File: src/rtl/uart_pkg.sv
// Shared types and constants for the configurable UART transmitter.
package uart_pkg;

  localparam int unsigned PARITY_NONE = 0;
  localparam int unsigned PARITY_ODD  = 1;
  localparam int unsigned PARITY_EVEN = 2;

  localparam int unsigned STATE_W = 3;

  typedef enum logic [STATE_W-1:0] {
    ST_IDLE   = 3'd0,
    ST_START  = 3'd1,
    ST_DATA   = 3'd2,
    ST_PARITY = 3'd3,
    ST_STOP   = 3'd4
  } tx_state_e;

  // Parity bit that makes data plus parity odd (ODD) or even (EVEN)
  function automatic logic parity_bit(input logic [8:0] data, input int unsigned mode);
    return (mode == PARITY_ODD) ? ~(^data) : (^data);
  endfunction

endpackage

File: src/rtl/baud_tick_gen.sv
// Bit-period timer: counts 0..CLKS_PER_BIT-1 and flags the last cycle of each bit.
module baud_tick_gen #(
  parameter int unsigned CLKS_PER_BIT = 4
) (
  input  logic clk,
  input  logic rst_n,
  input  logic restart,
  output logic tick_c
);
  localparam int unsigned CNT_W = $clog2(CLKS_PER_BIT);
  localparam logic [CNT_W-1:0] LAST = CNT_W'(CLKS_PER_BIT - 1);

  logic [CNT_W-1:0] cnt_q, cnt_d;

  // Counter restarts at every bit boundary, never carries into the next bit
  always_comb begin
    cnt_d = cnt_q + CNT_W'(1);
    if (restart || (cnt_q == LAST)) cnt_d = '0;
  end

  always_ff @(posedge clk or negedge rst_n) begin
    if (!rst_n) cnt_q <= '0;
    else        cnt_q <= cnt_d;
  end

  assign tick_c = (cnt_q == LAST);
endmodule

File: src/rtl/uart_tx_cfg.sv
// Configurable UART transmitter: start bit, DATA_BITS LSB first, optional parity, 1-2 stop bits.
module uart_tx_cfg
  import uart_pkg::*;
#(
  parameter int unsigned CLK_FREQUENCY = 25000000,
  parameter int unsigned BAUD_RATE     = 115200,
  parameter int unsigned DATA_BITS     = 8,
  parameter int unsigned PARITY_MODE   = PARITY_NONE,
  parameter int unsigned STOP_BITS     = 1
) (
  input  logic                 i_clock,
  input  logic                 i_reset_n,
  input  logic                 i_valid,
  input  logic [DATA_BITS-1:0] i_data,
  output logic                 o_ready,
  output logic                 o_tx_serial,
  output logic                 o_busy,
  output logic                 o_tx_done,
  output logic [STATE_W-1:0]   o_current_state
);
  localparam int unsigned CLKS_PER_BIT = (BAUD_RATE == 0) ? 0 : CLK_FREQUENCY / BAUD_RATE;
  localparam int unsigned BIT_W = $clog2(DATA_BITS);
  localparam logic [BIT_W-1:0] LAST_DATA = BIT_W'(DATA_BITS - 1);
  localparam logic LAST_STOP = 1'(STOP_BITS - 1);

  if (CLKS_PER_BIT < 2 || DATA_BITS < 5 || DATA_BITS > 9 || PARITY_MODE > PARITY_EVEN ||
      (STOP_BITS != 1 && STOP_BITS != 2)) begin : g_bad_param
    $error("uart_tx_cfg: illegal parameter combination");
  end

  tx_state_e            state_q, state_d;
  logic [DATA_BITS-1:0] shift_q, shift_d;
  logic [BIT_W-1:0]     bit_idx_q, bit_idx_d;
  logic                 stop_idx_q, stop_idx_d;
  logic                 par_q, par_d;
  logic                 tx_q, tx_d;
  logic                 done_q, done_d;
  logic                 ready_q, ready_d;
  logic                 busy_q, busy_d;
  logic                 restart_c;
  logic                 tick_c;

  assign restart_c = (state_q == ST_IDLE);

  baud_tick_gen #(.CLKS_PER_BIT(CLKS_PER_BIT)) u_baud (
    .clk     (i_clock),
    .rst_n   (i_reset_n),
    .restart (restart_c),
    .tick_c  (tick_c)
  );

  // Next-state logic: the line value for the coming bit is decided at each tick
  always_comb begin
    state_d    = state_q;
    shift_d    = shift_q;
    bit_idx_d  = bit_idx_q;
    stop_idx_d = stop_idx_q;
    par_d      = par_q;
    tx_d       = tx_q;
    done_d     = 1'b0;
    unique case (state_q)
      ST_IDLE: begin
        tx_d = 1'b1;
        if (i_valid) begin
          shift_d    = i_data;
          par_d      = parity_bit(9'(i_data), PARITY_MODE);
          bit_idx_d  = '0;
          stop_idx_d = 1'b0;
          tx_d       = 1'b0;
          state_d    = ST_START;
        end
      end
      ST_START: if (tick_c) begin
        tx_d    = shift_q[0];
        shift_d = shift_q >> 1;
        state_d = ST_DATA;
      end
      ST_DATA: if (tick_c) begin
        if (bit_idx_q == LAST_DATA) begin
          if (PARITY_MODE != PARITY_NONE) begin
            tx_d    = par_q;
            state_d = ST_PARITY;
          end else begin
            tx_d    = 1'b1;
            state_d = ST_STOP;
          end
        end else begin
          bit_idx_d = bit_idx_q + BIT_W'(1);
          tx_d      = shift_q[0];
          shift_d   = shift_q >> 1;
        end
      end
      ST_PARITY: if (tick_c) begin
        tx_d    = 1'b1;
        state_d = ST_STOP;
      end
      ST_STOP: if (tick_c) begin
        if (stop_idx_q == LAST_STOP) begin
          state_d = ST_IDLE;
          done_d  = 1'b1;
        end else begin
          stop_idx_d = 1'b1;
        end
      end
      default: begin
        state_d = ST_IDLE;
        tx_d    = 1'b1;
      end
    endcase
    ready_d = (state_d == ST_IDLE);
    busy_d  = ~ready_d;
  end

  always_ff @(posedge i_clock or negedge i_reset_n) begin
    if (!i_reset_n) begin
      state_q    <= ST_IDLE;
      shift_q    <= '0;
      bit_idx_q  <= '0;
      stop_idx_q <= 1'b0;
      par_q      <= 1'b0;
      tx_q       <= 1'b1;
      done_q     <= 1'b0;
      ready_q    <= 1'b1;
      busy_q     <= 1'b0;
    end else begin
      state_q    <= state_d;
      shift_q    <= shift_d;
      bit_idx_q  <= bit_idx_d;
      stop_idx_q <= stop_idx_d;
      par_q      <= par_d;
      tx_q       <= tx_d;
      done_q     <= done_d;
      ready_q    <= ready_d;
      busy_q     <= busy_d;
    end
  end

  assign o_ready         = ready_q;
  assign o_busy          = busy_q;
  assign o_tx_serial     = tx_q;
  assign o_tx_done       = done_q;
  assign o_current_state = state_q;
endmodule

File: config.mk
export PLATFORM = sky130hd
export DESIGN_NAME = uart_tx_cfg
export DESIGN_NICKNAME = d
export VERILOG_FILES = /design/src/rtl/uart_pkg.sv /design/src/rtl/baud_tick_gen.sv /design/src/rtl/uart_tx_cfg.sv
export SDC_FILE = /design/constraint.sdc
export NUM_CORES = 1
export LEC_CHECK = 0
export ABC_AREA = 1
export BUFFER_PORTS_ARGS = -buffer_cell sky130_fd_sc_hd__buf_2
export CELL_PAD_IN_SITES_DETAIL_PLACEMENT = 0
export CELL_PAD_IN_SITES_GLOBAL_PLACEMENT = 1
export CORE_MARGIN = 2
export CORE_UTILIZATION = 38
export CTS_CLUSTER_SIZE = 30
export DETAILED_ROUTE_END_ITERATION = 8
export GPL_TIMING_DRIVEN = 0
export PLACE_DENSITY_LB_ADDON = 0.1
export RECOVER_POWER = 25
export SLEW_MARGIN = 20
export SYNTH_ARGS = -nofsm -noshare
export SYNTH_HDL_FRONTEND = slang
export SYNTH_SLANG_ARGS = --single-unit
File: constraint.sdc
create_clock -name i_clock -period 1.25 [get_ports i_clock]
set_input_delay 0.0625 -clock i_clock [delete_from_list [all_inputs] [get_ports i_clock]]
set_output_delay 0.0625 -clock i_clock [all_outputs]
set_load 0.02 [all_outputs]
==> impl_metrics.toml <==
[outcome]
status = "complete, but fails checks"
violations = "setup timing"

[sta]
fin_skew_ns = 0.00794
period_share = 1.08
layout_setup_ws_ns = -0.0963
slew_violations = 0
fin_hold_ws_ns = 0.0246
tightestPinTransition_ns = 0.680
relSlewSlack = 0.547
post-route-min-period_ns = 1.35
grt_setup_unrepaired = "yes"
max_freq_mhz = 743
setup_viol = 23
hold_viol = 0

[grt]
antenna_found_initial = 0
first_global_vias = 1129
grt.total_usage = 0.168
grt_start_max_net_pins = 27
grt_overflow = 0
grt_pass1_wl_um = 5440

[logic_synthesis]
synth_edf_count = 0
synthXorXnorAreaFrac = 0.0120
ys.warnings.count = 0
ys_ff_latch = 26
synth-compound-area-share = 0.0455
netlist_instances = 184
synthAdderAreaFrac = 0.0344
synth.mux.area_fraction = 0
synth-simple-area-share = 0.401
synth_area_mm2 = 0.00146
async_flop_share = 1.00
avgSynthCellArea_um2 = 7.92
ys_seq_area_frac = 0.448
synth_top_family_by_area = "simple AND/OR/NAND/NOR gates"
synth.net_count = 199
synth_cell_types = 26
synth_flop_cell = "dfrtp_1"

[placed_design]
finalWeightedCongestion = 0.804
place_ws_ns = -0.262
portBuffers = 17
dp_hpwl_um = 2140
dpl_cell_area_mm2 = 0.00161

[clock_tree]
clock-root-buffer = "clkbuf_8"
clk_latency_ns = 0.28
numCtsBuffers = 3
clock_path_buffers = 2
htreeDepth = 1
cts_sinks = 26
cts_tree = "built"
clk_pin_slew_ns = 0.10

[critical_path]
crit_start = "o_current_state[1]$_DFF_PN0_"
cp.arrival_ns = 1.51
cp-end-kind = "flip-flop"
worstPathMaxFanout = 8
critPathKind = "reg -> reg"
cp-start-kind = "flip-flop"
worstReg2RegStart = "o_current_state[1]$_DFF_PN0_"
required_ns = 1.41
r2r_cells = 6

[floorplan]
die_h_um = 65.9
die_w_um = 65.9
row_count = 22
io_pins = 18
initial_core_util = 0.398
core_area_mm2 = 0.00366
dieArea_mm2 = 0.00434

[routing]
vias = 1286
via_per_inst = 4.78
wl_per_cell_um = 12.1
postRouteAntennaNets = 0
drc = 0
firstDrtPassIters = 4
routed_wl_um = 3250
drt_iter0_markers = 69

[run]
cap_violations = 0

[finish]
layout_common_cells = "nand2_1 (59), dfrtp_1 (21), buf_2 (16), nand3_1 (13), buf_4 (13)"
finalNetCount = 237
diodes = 0
fin_area_mm2 = 0.00195
drive_gt1_frac = 0.407
layout.cells.most_common = "nand2_1"
synthToLayoutAreaGrowth_pct = 34.0

[power]
power_mw = 1.44
p_leak_nw = 0.993
power.density_mw_per_mm2 = 739
ir_drop_mv = 0.429

[hold_path]
hold_class = "in -> reg"
whs_path_depth = 3
worstHoldStart = "i_data[7]"
-- cells in the mapped netlist (2+ instances only) --
| master | count | share of area |
|---|---|---|
| xor2_1 | 2 | 0.012 |
| inv_1 | 15 | 0.039 |
| nand3_1 | 15 | 0.052 |
| nor2_2 | 3 | 0.013 |
| nand3_4 | 2 | 0.024 |
| o21ai_1 | 2 | 0.0069 |
| o21ai_2 | 3 | 0.018 |
| dfrtp_1 | 24 | 0.41 |
| o21ai_0 | 2 | 0.0069 |
| nand2_2 | 7 | 0.030 |
| nand2_1 | 66 | 0.17 |
| nor3_1 | 3 | 0.010 |
| ha_1 | 4 | 0.034 |
| inv_2 | 3 | 0.0077 |
| nor2_1 | 17 | 0.044 |
| nand2_4 | 4 | 0.031 |
| dfstp_2 | 2 | 0.036 |
| nor3b_1 | 2 | 0.010 |
-- critical path, cell delays in order (launching register included) --
cell	delay, ns
dfrtp_2	0.48
nor2_2	0.21
inv_1	0.12
nor2_1	0.15
inv_2	0.10
nand2_8	0.11
nor3_1	0.06
-- where the power goes --
group,internal [mW],total (mW),switching [mW]
logic,0.0130,0.0345,0.0215
registers,0.841,0.841,0
clock network,0.283,0.566,0.284
-- state kept, by name, summed over array words and instances, names as in the netlist --
| name | cells |
|---|---|
| bit_idx_q | 3 |
| shift_q | 8 |
| o_busy | 1 |
| o_current_state | 3 |
| o_tx_done | 1 |
| u_baud.cnt_q | 8 |
| o_tx_serial | 1 |
| o_ready | 1 |
-- cell families after synthesis --
family | Yosys count
and+or+nand+nor | 122
DFF | 26
buffers and inverters | 20
AOI/OAI and AO/OA | 10
adders and majority gates | 4
xor gates and xnor gates | 2
-- final cells by class --
| class | instances | area [um2] |
|---|---|---|
| Timing Repair Buffer | 32 | 204 |
| Inverter | 19 | 81.3 |
| Tap cell | 48 | 60.1 |
| Sequential cell | 26 | 657 |
| Fill cell | 346 | 1710 |
| Multi-Input combinational cell | 139 | 883 |
| Buffer | 1 | 11.3 |
| Clock buffer | 4 | 55.1 |
-- per-stage QoR --
stage / TNS [ns] / std cells / utilization
finish: -1.59 / 269 / 0.533
detailed placement: -4.49 / 249 / 0.439
global placement: -3.60 / 249 / 0.439
global route: -3.45 / 269 / 0.533
floorplan: -0.569 / 184 / -
CTS: -3.25 / 263 / 0.497
-- final timing paths --
path	end	slack (ns)
min	shift_q[7]$_DFFE_PN0P_	0.02
min reg2reg	shift_q[6]$_DFFE_PN0P_	0.49
max in group asynchronous	o_current_state[0]$_DFF_PN0_	0.43
max reg2reg	u_baud.cnt_q[6]$_DFF_PN0_	-0.1
max	u_baud.cnt_q[6]$_DFF_PN0_	-0.1
min in group asynchronous	o_busy$_DFF_PN0_	0.34
-- layer usage --
layer  vias to the layer above  share of wire  global-route usage
met5                         -              0                   0
met4                         0          0.017              0.0703
met3                         5          0.038              0.0273
met2                        32           0.46               0.251
met1                       590           0.49               0.239
li1                        659              -                   -
-- timing repair --
item,in CTS,in global routing
gates cloned,1,0
hold buffers,1,0
gates resized for setup,19,24
pin swaps,13,11
endpoints found under the setup margin,25,26
buffers inserted,8,6
endpoints found under the hold margin,24,0
Power figures use the tool's default switching activity.
